`config.mk`:
```
export PLATFORM = sky130hd
export DESIGN_NAME = r5p_soc_periph_bridge
export DESIGN_NICKNAME = d
export VERILOG_FILES = /design/src/rtl/r5p_soc_periph_bridge.sv
export SDC_FILE = /design/constraint.sdc
export NUM_CORES = 1
export LEC_CHECK = 0
export BUFFER_PORTS_ARGS = -buffer_cell sky130_fd_sc_hd__buf_2
export CORE_AREA = 2 2 136 138
export CTS_BUF_LIST = sky130_fd_sc_hd__clkbuf_16
export DETAILED_ROUTE_END_ITERATION = 16
export DIE_AREA = 0 0 138 140
export MAX_ROUTING_LAYER = met4
export PLACE_DENSITY = 0.72
export SYNTH_ARGS = -nofsm -noshare
export SYNTH_HDL_FRONTEND = slang
export SYNTH_SLANG_ARGS = --single-unit
```
`constraint.sdc`:
```
create_clock -name clk -period 3.4 [get_ports clk]
set_clock_uncertainty 0.1 [all_clocks]
set_input_delay 0.17 -clock clk [delete_from_list [all_inputs] [get_ports clk]]
set_output_delay 0.17 -clock clk [all_outputs]
set_load 0.005 [all_outputs]
```
`src/rtl/r5p_soc_periph_bridge.sv`:
```
// System-bus (DLY=1) to peripheral (DLY=0) bridge with address decode, unmapped-address and ready-timeout errors.
// Zero-wait latency: request cycle 0 -> per_vld/sub_rdy cycle 1 -> sub_rdt/sub_err cycle 2; sub_rdy follows per_rdy of the selected port.
module r5p_soc_periph_bridge #(
    parameter int unsigned PN   = 4,
    parameter int unsigned AW   = 32,
    parameter int unsigned DW   = 32,
    parameter int unsigned PSH  = 6,
    parameter logic [AW-1:0] BASE = 32'h0020_0000,
    parameter logic [AW-1:0] BMSK = 32'hfff0_0000,
    parameter int unsigned TMO  = 16
) (
    input  logic               clk,
    input  logic               rst,
    input  logic               sub_vld,
    input  logic               sub_wen,
    input  logic [AW-1:0]      sub_adr,
    input  logic [DW/8-1:0]    sub_ben,
    input  logic [DW-1:0]      sub_wdt,
    output logic [DW-1:0]      sub_rdt,
    output logic               sub_err,
    output logic               sub_rdy,
    output logic [PN-1:0]      per_vld,
    output logic               per_wen,
    output logic [AW-1:0]      per_adr,
    output logic [DW/8-1:0]    per_ben,
    output logic [DW-1:0]      per_wdt,
    input  logic [PN*DW-1:0]   per_rdt,
    input  logic [PN-1:0]      per_err,
    input  logic [PN-1:0]      per_rdy,
    output logic               err_vld,
    output logic               err_tmo,
    output logic [AW-1:0]      err_adr,
    input  logic               err_clr
);

    localparam int unsigned IW = (PN > 1) ? $clog2(PN) : 1;
    localparam int unsigned CW = (TMO > 0) ? $clog2(TMO + 1) : 1;

    typedef enum logic [1:0] {
        IDLE,
        ACCESS,
        ERROR
    } state_t;

    state_t          state;
    logic [IW-1:0]   req_idx;
    logic [CW-1:0]   tmo_cnt;

    logic [IW-1:0]   sub_idx;
    logic            mapped;
    logic [DW-1:0]   sel_rdt;
    logic            sel_err;
    logic            sel_rdy;
    logic            tmo_hit;

    assign sub_idx = sub_adr[PSH +: IW];
    assign mapped  = ((sub_adr & BMSK) == (BASE & BMSK)) && (32'(sub_idx) < PN);

    // Response mux over the registered index; out-of-range indices never reach ACCESS.
    always_comb begin
        sel_rdt = '0;
        sel_err = 1'b0;
        sel_rdy = 1'b0;
        for (int i = 0; i < int'(PN); i++) begin
            if (req_idx == IW'(i)) begin
                sel_rdt = per_rdt[i*DW +: DW];
                sel_err = per_err[i];
                sel_rdy = per_rdy[i];
            end
        end
    end

    assign tmo_hit = (TMO != 0) && !sel_rdy && (tmo_cnt == CW'(TMO - 1));

    always_comb begin
        sub_rdy = 1'b0;
        case (state)
            ACCESS:  sub_rdy = sel_rdy | tmo_hit;
            ERROR:   sub_rdy = 1'b1;
            default: sub_rdy = 1'b0;
        endcase
    end

    always_ff @(posedge clk or negedge rst) begin
        if (!rst) begin
            state   <= IDLE;
            req_idx <= '0;
            tmo_cnt <= '0;
            per_vld <= '0;
            per_wen <= 1'b0;
            per_adr <= '0;
            per_ben <= '0;
            per_wdt <= '0;
            sub_rdt <= '0;
            sub_err <= 1'b0;
            err_vld <= 1'b0;
            err_tmo <= 1'b0;
            err_adr <= '0;
        end else begin
            // A capture later in this block overrides the clear.
            if (err_clr) begin
                err_vld <= 1'b0;
            end
            case (state)
                IDLE: begin
                    if (sub_vld) begin
                        per_wen <= sub_wen;
                        per_adr <= sub_adr;
                        per_ben <= sub_ben;
                        per_wdt <= sub_wdt;
                        req_idx <= sub_idx;
                        tmo_cnt <= '0;
                        if (mapped) begin
                            per_vld <= PN'(1) << sub_idx;
                            state   <= ACCESS;
                        end else begin
                            state   <= ERROR;
                        end
                    end
                end
                ACCESS: begin
                    if (sel_rdy) begin
                        sub_rdt <= sel_rdt;
                        sub_err <= sel_err;
                        per_vld <= '0;
                        state   <= IDLE;
                    end else if (tmo_hit) begin
                        sub_rdt <= '0;
                        sub_err <= 1'b1;
                        err_vld <= 1'b1;
                        err_tmo <= 1'b1;
                        err_adr <= per_adr;
                        per_vld <= '0;
                        state   <= IDLE;
                    end else begin
                        tmo_cnt <= tmo_cnt + CW'(1);
                    end
                end
                ERROR: begin
                    sub_rdt <= '0;
                    sub_err <= 1'b1;
                    err_vld <= 1'b1;
                    err_tmo <= 1'b0;
                    err_adr <= per_adr;
                    state   <= IDLE;
                end
                default: begin
                    per_vld <= '0;
                    state   <= IDLE;
                end
            endcase
        end
    end

endmodule

```
==> flow_summary.toml, run 1 <==
[setup_path]
r2r_start = "state[1]"
cp.required_ns = 3.64
start_kind = "register"
r2r_cells = 6
cp.arrival_ns = 2.82
crit_type = "register to register"
reg2reg_slack_ns = 0.82
path_max_fanout = 33
critPathCaptureType = "register"
reg2reg_to = "sub_rdt[8]"

[timing]
period_share_pct = 75.9
drv_slew = 0
tns_ns = 0
setup_viol = 0
worst_slew_margin_rel_pct = 37.3
tightest_slew_ns = 0.937
fin_crit_ns = 2.58
rsz0062_at_grt = "false"
fmax_mhz = 388
hold_violations = 0

[die]
core_area_um2 = 17800
die-width_um = 138
start_util_pct = 37.0
ios = 350
dieArea_um2 = 19300
rows = 49
die_h_um = 140

[run_status]
status = "complete, no violations"

[drt]
post_drt_wl_per_cell_um = 19.1
routed_wl_mm = 20.9
routed-via-count = 5562
firstDrtPassIters = 4
viasPerCell = 5.10
highest_layer = "met4"
ant_nets = 0
drc = 0
dr_wl_met2_mm = 11.1
drt_iter0_markers = 251
met3_length_mm = 1.32
drt-met1-wl_mm = 7.90

[hold_path]
hold_start = "per_rdt[113]"
hold-path-endpoint = "sub_rdt[17]"
hold_depth = 3
hold_path_class = "input pin to register"

[run]
maxCapViolCount = 0

[synthesis]
synth.distinct_cells = 41
yosys_register_bits = 147
syn_area_per_cell_um2 = 15.2
syn-num-nets = 646
ys_async_sr_fraction_pct = 100
synth_edf_count = 0
synthCells = 432
synth_area_um2 = 6590
ys_seq_area_share_pct = 55.9
ys_warn_count = 0
ys.flop_type = "dfrtp_1"

[clocking]
cts_max_level = 4
cts_setup_buffers = 0
clk_path_buf_depth = 2
clock_latency_ns = 0.41
numCtsBuffers = 17
clock-root-buffer = "clkbuf_16"
clk_pin_slew_worst_paths_ns = 0.06
cts_resized = 0
postCtsHoldBufs = 72
cts_tree = "built"
clock-sinks = 147

[power_and_ir_drop]
p_leak_nw = 4.78
ir_drop_mv = 0.342
power_density_nw_per_um2 = 601

[grt]
grt_usage_pct = 21.9
grt_max_degree = 62
first_global_vias = 6048
antenna_found_initial = 2
grt_pass1_wl_mm = 32.1
overflow = 0

[cells_and_area]
regArea_um2 = 3680
fin_nets = 1061
multi_input_area_um2 = 2710
drive_above_1_share_pct = 61.2
final_cells = 1090
syn2layout_area_growth_pct = 49.5
nFillCells = 1458

[placement]
dpl.hpwl_mm = 14.6
placedCellCount = 985
place_congestion = 0.826
io_buffers = 349
registers in the layout, summed over array words and instances (netlist names):
| register | count |
|---|---|
| sub_err | 1 |
| tmo_cnt | 5 |
| err_adr | 32 |
| err_tmo | 1 |
| per_vld | 4 |
| per_adr | 32 |
| per_wen | 1 |
| per_wdt | 32 |
| err_vld | 1 |
| per_ben | 4 |
| state | 2 |
| sub_rdt | 32 |
stage by stage:
step,hold slack [ns],total power [mW],utilization (%),cell area (um2),worst slack [ns]
finish,0.0885,5.92,55.4,9850,0.821
CTS,0.0702,5.96,55.4,9840,0.857
global placement,0.0922,3.94,48.0,8540,1.02
detailed placement,0.0984,3.98,48.0,8540,0.894
global route,0.0689,6.21,55.4,9850,0.673
floorplan,-0.226,3.21,-,6590,1.19
metal layers:
layer,global-route usage (%),vias up
li1,-,2486
met1,23.8,2769
met2,37.9,269
met3,6.05,38
met4,9.02,0
met5,-,-
cell usage after synthesis (all sizes together) (2+ instances only):
| cell | number | share of area, % |
|---|---|---|
| nand4 | 2 | 0.19 |
| a2bb2oi | 4 | 0.53 |
| nor3 | 4 | 0.30 |
| nor2 | 3 | 0.17 |
| dfrtp | 147 | 56 |
| inv | 7 | 0.40 |
| buf | 13 | 1.5 |
| nor4 | 3 | 0.28 |
| nand2 | 9 | 0.51 |
| clkbuf | 19 | 1.1 |
| a22o | 33 | 4.4 |
| mux4 | 34 | 12 |
| a21oi | 5 | 0.38 |
| mux2 | 102 | 17 |
| o21ai | 7 | 0.70 |
| and3 | 4 | 0.38 |
| o31ai | 3 | 0.34 |
| ha | 5 | 0.95 |
| nand3 | 7 | 0.53 |
| nor2b | 5 | 0.47 |
layout make-up:
| cell class | count | share of cell area, % |
|---|---|---|
| repair buffers | 428 | 25.9 |
| diodes | 2 | 0.0508 |
| clock buffers | 17 | 4.32 |
| flip-flops and latches | 147 | 37.4 |
| well taps | 229 | 2.91 |
| inverters | 7 | 0.267 |
| clock inverters | 14 | 1.65 |
| multi-input cells | 246 | 27.5 |
worst max-delay path: stages, from the launching register on:
cell,delay [ns]
dfrtp_1,0.40
inv_1,0.08
ha_1,0.48
inv_1,0.21
or3_1,0.55
o21ai_4,0.40
a22o_1,0.27
placed cells by master (no fill, tap or decap), drive strengths merged, types with 2 or more instances in the layout:
| master | synthesis | layout |
|---|---|---|
| o21ai | 7 | 7 |
| nand3 | 7 | 7 |
| clkinvlp | 0 | 3 |
| and3 | 4 | 4 |
| a2bb2oi | 4 | 4 |
| diode | 0 | 2 |
| clkinv | 0 | 6 |
| nor3 | 4 | 4 |
| dlygate4sd3 | 0 | 72 |
| a22o | 33 | 33 |
| nor2 | 3 | 3 |
| ha | 5 | 5 |
| buf | 13 | 356 |
| bufinv | 0 | 3 |
| nor4 | 3 | 3 |
| nand2 | 9 | 9 |
| nor2b | 5 | 5 |
| nand4 | 2 | 2 |
| a21oi | 5 | 5 |
| clkbuf | 19 | 17 |
| inv | 7 | 9 |
| mux4 | 34 | 34 |
| o31ai | 3 | 3 |
| dfrtp | 147 | 147 |
| mux2 | 102 | 102 |
cells by family (layout without fill, tap and decap cells):
| group | after synthesis | count (layout) | synth area share [%] |
|---|---|---|---|
| adder cells (fa/ha/maj) | 5 | 5 | 0.950 |
| AO/OA/AOI/OAI | 60 | 60 | 7.41 |
| other | 0 | 2 | 0 |
| multiplexers | 136 | 136 | 29.1 |
| buffers and inverters | 39 | 466 | 3.00 |
| flip-flops | 147 | 147 | 55.9 |
| AND/OR/NAND/NOR | 45 | 45 | 3.72 |
worst max path at each step:
stage / from / end / slack [ns] / cells past startpoint
floorplan: per_adr[6] / err_adr[10] / 1.19 / 7
global placement: state[1] / sub_rdt[3] / 1.02 / 6
detailed placement: state[1] / sub_rdt[18] / 0.89 / 6
CTS: state[1] / sub_rdt[7] / 0.86 / 6
global route: state[1] / sub_err / 0.67 / 6
finish: state[1] / sub_rdt[8] / 0.82 / 6
report_power, final:
group | internal [mW] | switching, mW
sequential | 2.13 | 0.242
combinational | 0.930 | 0.722
clock | 1.15 | 0.748
Power figures use the tool's default switching activity.
==> inputs of run 2 (changes only) <==
==> constraint.sdc (replaced) <==
create_clock -name clk -period 2.6 [get_ports clk]
set_clock_uncertainty 0.1 [all_clocks]
set_input_delay 0.13 -clock clk [delete_from_list [all_inputs] [get_ports clk]]
set_output_delay 0.13 -clock clk [all_outputs]
set_load 0.005 [all_outputs]
==> run 2 against run 1 <==
Compared with the run above:
- register-to-register slack worse by 0.69 ns
- sequential power up 31%
- non-clock buffer count up 4
- die area unchanged
- sequential share of layout area down 0.20 points
- clock-buffer cell count unchanged
- first-iteration DRC count down 24%
- worst hold slack worse by 0.035 ns
- setup slack worse by 0.69 ns
- critical path type is now register to primary output
- highest routed layer unchanged
==> flow_summary.toml, run 2 (synthesis gave the netlist of run 1 again) <==
[run_status]
status = "complete, no violations"

[setup_path]
reg2reg_slack_ns = 0.13
cp.required_ns = 2.37
cp.arrival_ns = 2.24
path_max_fanout = 8
critPathCaptureType = "primary output"
crit_type = "register to primary output"
start_kind = "register"

[drt]
ant_nets = 0
routed-via-count = 5639
firstDrtPassIters = 4
routed_wl_mm = 21.2
drt_iter0_markers = 192
drc = 0
viasPerCell = 5.15
post_drt_wl_per_cell_um = 19.3

[placement]
place_area_um2 = 8570
io_buffers = 349
place_congestion = 0.816
dpl.hpwl_mm = 14.8

[grt]
overflow = 0
grt_usage_pct = 22.1
first_global_vias = 6041
grt_max_degree = 60
grt_pass1_wl_mm = 32.4
antenna_found_initial = 2
busiest_layer = "met2"
grt_use_met3_pct = 5.33
gr-usage-met1_pct = 23.8
grt_use_met2_pct = 38.5

[cells_and_area]
layout_commonest_cell = "buf_2"
regArea_um2 = 3680
final_cell_mix = "348 x buf_2, 146 x dfrtp_1, 102 x mux2_2"
drive_above_1_share_pct = 61.4
fin_nets = 1066
multi_input_area_um2 = 2730
nFillCells = 1447
final_cell_area_um2 = 9900
syn2layout_area_growth_pct = 50.3

[timing]
fin_crit_ns = 2.47
fmax_mhz = 405
drv_slew = 0
hold_violations = 0
tightest_slew_ns = 1.21
rsz0062_at_grt = "false"
worst_slew_margin_rel_pct = 19.1
tns_ns = 0
period_share_pct = 94.9
setup_viol = 0

[die]
die_h_um = 140
ios = 350
rows = 49
core_area_um2 = 17800
start_util_pct = 37.0
dieArea_um2 = 19300
die-width_um = 138

[clocking]
clock_latency_ns = 0.42
cts_setup_buffers = 0
clock-root-buffer = "clkbuf_16"
clk_path_buf_depth = 2
cts_tree = "built"
cts_max_level = 4
numCtsBuffers = 17
clock-sinks = 147
clk_pin_slew_worst_paths_ns = 0.06

[run]
maxCapViolCount = 0

[power_and_ir_drop]
ir_drop_mv = 0.434
p_leak_nw = 4.81
power_density_nw_per_um2 = 784

[hold_path]
hold_path_class = "input pin to register"
-- run 2: changes by cell type in the layout (fill, tap and decap cells not counted), sizes merged --
cell | before | now
buf | 356 | 360
clkinv | 6 | 8
clkinvlp | 3 | 2
o21ai | 7 | 8
-- run 2: worst max-delay path: stages, from the launching register on --
cell	delay, ns
dfrtp_1	0.42
ha_1	0.26
and3_1	0.20
ha_1	0.26
or2_4	0.31
a21oi_1	0.18
nor2b_1	0.07
buf_2	0.12
-- run 2: metal layers --
layer	share of wire [%]	routed length (um)	vias up
met3	6.3	1340	51
met4	3.7	794	0
met2	53	11100	279
li1	-	-	2494
met1	37	7920	2815
met5	0	0	-
-- run 2: report_power, final --
| part | internal, mW | leakage, nW | total [mW] | switching (mW) |
|---|---|---|---|---|
| logic | 1.23 | 2.72 | 2.17 | 0.941 |
| registers | 2.79 | 1.80 | 3.12 | 0.326 |
| clock network | 1.50 | 0.289 | 2.47 | 0.970 |
| total | 5.52 | 4.81 | 7.76 | 2.24 |
-- run 2: worst paths after layout --
| path | start | end | depth (start not counted) |
|---|---|---|---|
| worst max register to register | tmo_cnt[0] | sub_rdt[10] | 6 |
| worst min-delay path | per_rdt[12] | sub_rdt[12] | 3 |
| min in group asynchronous | rst | per_adr[5] | 2 |
| worst min register to register | sub_rdt[20] | sub_rdt[20] | 1 |
| worst max-delay path | tmo_cnt[0] | sub_rdy | 7 |
| max in group asynchronous | rst | per_wdt[17] | 3 |
-- run 2: cell type report --
type | count | share of cell area [%]
Timing Repair Buffer | 432 | 26.1
Antenna cell | 2 | 0.0505
Sequential cell | 147 | 37.2
Clock buffer | 17 | 4.30
Multi-Input combinational cell | 247 | 27.6
Inverter | 7 | 0.265
Clock inverter | 15 | 1.68
Tap cell | 229 | 2.89
-- run 2: stage by stage --
step	power [mW]	worst slack [ns]	hold slack, ns	util [%]	std cells
finish	7.76	0.132	0.0531	55.7	1096
global placement	5.18	0.232	0.00814	48.2	989
global route	8.15	0.0332	0.0456	55.7	1096
floorplan	4.20	0.392	-0.266	-	432
detailed placement	5.23	0.145	0.0122	48.2	989
CTS	7.81	0.0611	0.0350	55.6	1093
-- run 2: what timing repair did --
action	4_1_cts	5_1_grt
endpoints found under the hold margin	126	0
resized for setup	0	2
hold buffers	72	0
endpoints found under the setup margin	0	22
==> inputs of run 3 (changes only) <==
--- a/config.mk
+++ b/config.mk
@@ -11,7 +11,7 @@
 export DETAILED_ROUTE_END_ITERATION = 16
 export DIE_AREA = 0 0 138 140
 export MAX_ROUTING_LAYER = met4
-export PLACE_DENSITY = 0.72
+export PLACE_DENSITY = 0.73
 export SYNTH_ARGS = -nofsm -noshare
 export SYNTH_HDL_FRONTEND = slang
 export SYNTH_SLANG_ARGS = --single-unit
==> run 3 against run 2 <==
Compared with the run above:
- flip-flop and latch count stayed put
- cell area fell by 0.13%
- sequential share of layout area about the same
- cell count hardly changed
- global-route usage decreased by 0.56 points
- maximum frequency increased by 0.41%
- setup slack improved by 0.010 ns
- clock power down 6%
- first-iteration DRC count shrank 7.8%
- sequential power barely moved
- critical endpoint unchanged
- largest cell class unchanged
- highest routed layer unchanged
==> flow_summary.toml, run 3 (synthesis gave the netlist of run 1 again) <==
[timing]
fin_crit_ns = 2.46
tns_ns = 0
hold_violations = 0
setup_viol = 0
tightest_slew_ns = 0.659
worst_slack_ns = 0.142
rsz0062_at_grt = "false"
period_share_pct = 94.5
worst_slew_margin_rel_pct = 56.0
drv_slew = 0
fmax_mhz = 407

[grt]
grt_pass1_wl_mm = 31.5
grt_usage_pct = 21.5
first_global_vias = 5765
grt_max_degree = 77
antenna_found_initial = 2
overflow = 0

[cells_and_area]
regArea_um2 = 3680
final_cell_mix = "348 x buf_2, 146 x dfrtp_1, 102 x mux2_2"
layout_commonest_cell = "buf_2"
fin_nets = 1068
fin_util_pct = 55.6
drive_above_1_share_pct = 61.5
final_cell_area_um2 = 9890
nFillCells = 1456
multi_input_area_um2 = 2730
syn2layout_area_growth_pct = 50.2

[setup_path]
cp.required_ns = 2.37
crit_slowest_cell = "dfrtp_1"
cp_num_buf_inv = 1
path_delay_family = "simple AND/OR/NAND/NOR gates"
critPathCaptureType = "primary output"
path_max_fanout = 8
reg2reg_slack_ns = 0.16
crit_type = "register to primary output"
cpMostUsedCell = "ha_1"
cp_cell_sequence = "ha_1 > and3_1 > ha_1 > or2_1 > a21oi_1 > nor2b_1 > buf_2"
cp.arrival_ns = 2.23
start_kind = "register"
critical_path.max_stage_delay_ns = 0.42

[clocking]
clock_latency_ns = 0.41
cts_max_level = 4
clock-root-buffer = "clkbuf_16"
clk_pin_slew_worst_paths_ns = 0.06
cts_tree = "built"
clk_path_buf_depth = 2
numCtsBuffers = 17
clock-sinks = 147
cts_setup_buffers = 0

[die]
die_h_um = 140
start_util_pct = 37.0
dieArea_um2 = 19300
rows = 49
die-width_um = 138
ios = 350
core_area_um2 = 17800

[placement]
dp_slack_ns = 0.132
dpl.hpwl_mm = 14.1
place_congestion = 0.931
io_buffers = 349
place_area_um2 = 8590

[drt]
viasPerCell = 5.02
drt_iter0_markers = 177
routed_wl_mm = 20.5
post_drt_wl_per_cell_um = 18.7
ant_nets = 0
firstDrtPassIters = 4
routed-via-count = 5502
drc = 0

[power_and_ir_drop]
ir_drop_mv = 0.445
p_leak_nw = 4.80
power_density_nw_per_um2 = 767

[run]
maxCapViolCount = 0

[hold_path]
hold_path_class = "input pin to register"

[run_status]
status = "complete, no violations"
## run 3: cell count changes in the layout (fill, tap and decap cells not counted)
cell	before	now
or2_1	0	1
clkinv_1	2	1
buf_4	9	10
clkinvlp_4	2	3
or2_4	1	0
clkinv_4	3	2
bufinv_16	3	1
clkinv_2	3	2
buf_12	2	3
diode_2	2	1
inv_6	1	5
## run 3: worst min-delay path, stage by stage
cell and delay (ns):
buf_2 0.07, mux4_2 0.21, a22o_1 0.11
## run 3: area by class of cell
cell class	instances	share of cell area, %
timing repair buffer	434	26.4
multi-input combinational	247	27.6
tap	229	2.90
inverter	7	0.266
sequential	147	37.2
clock inverter	15	1.33
antenna	1	0.0253
clock buffer	17	4.30
## run 3: metal layers
| layer | track usage (%) | vias up | part of all wire, % | routed length (um) |
|---|---|---|---|---|
| li1 | - | 2508 | - | - |
| met1 | 24.6 | 2664 | 39 | 7970 |
| met2 | 36.2 | 287 | 51 | 10500 |
| met3 | 6.09 | 43 | 7.0 | 1430 |
| met4 | 8.16 | 0 | 3.0 | 622 |
| met5 | - | - | 0 | 0 |
## run 3: power by group
group / total [mW] / switching [mW] / leakage [nW] / internal [mW]
Combinational: 2.16 / 0.930 / 2.73 / 1.23
Sequential: 3.09 / 0.298 / 1.80 / 2.79
Clock: 2.33 / 1.01 / 0.270 / 1.32
Total: 7.58 / 2.24 / 4.80 / 5.35
## run 3: worst paths after layout
| check | startpoint | to | cells after the start |
|---|---|---|---|
| max in group asynchronous | rst | per_adr[6] | 3 |
| min in group asynchronous | rst | per_adr[3] | 3 |
| max reg2reg | tmo_cnt[0] | sub_rdt[6] | 6 |
| min reg2reg | sub_rdt[9] | sub_rdt[9] | 1 |
| min | per_rdt[14] | sub_rdt[14] | 3 |
| max | tmo_cnt[0] | sub_rdy | 7 |
## run 3: per-stage QoR
stage / hold slack (ns) / power (mW) / instances
finish: 0.0501 / 7.58 / 1097
global route: 0.0304 / 7.99 / 1097
floorplan: -0.266 / 4.20 / 432
CTS: 0.0286 / 7.64 / 1095
detailed placement: 0.0717 / 5.19 / 991
global placement: 0.0639 / 5.14 / 991
## run 3: what timing repair did
| item | 4_1_cts | 5_1_grt |
|---|---|---|
| setup endpoints to repair | 0 | 23 |
| resized for setup | 0 | 1 |
| endpoints found under the hold margin | 223 | 0 |
| hold buffers | 72 | 0 |
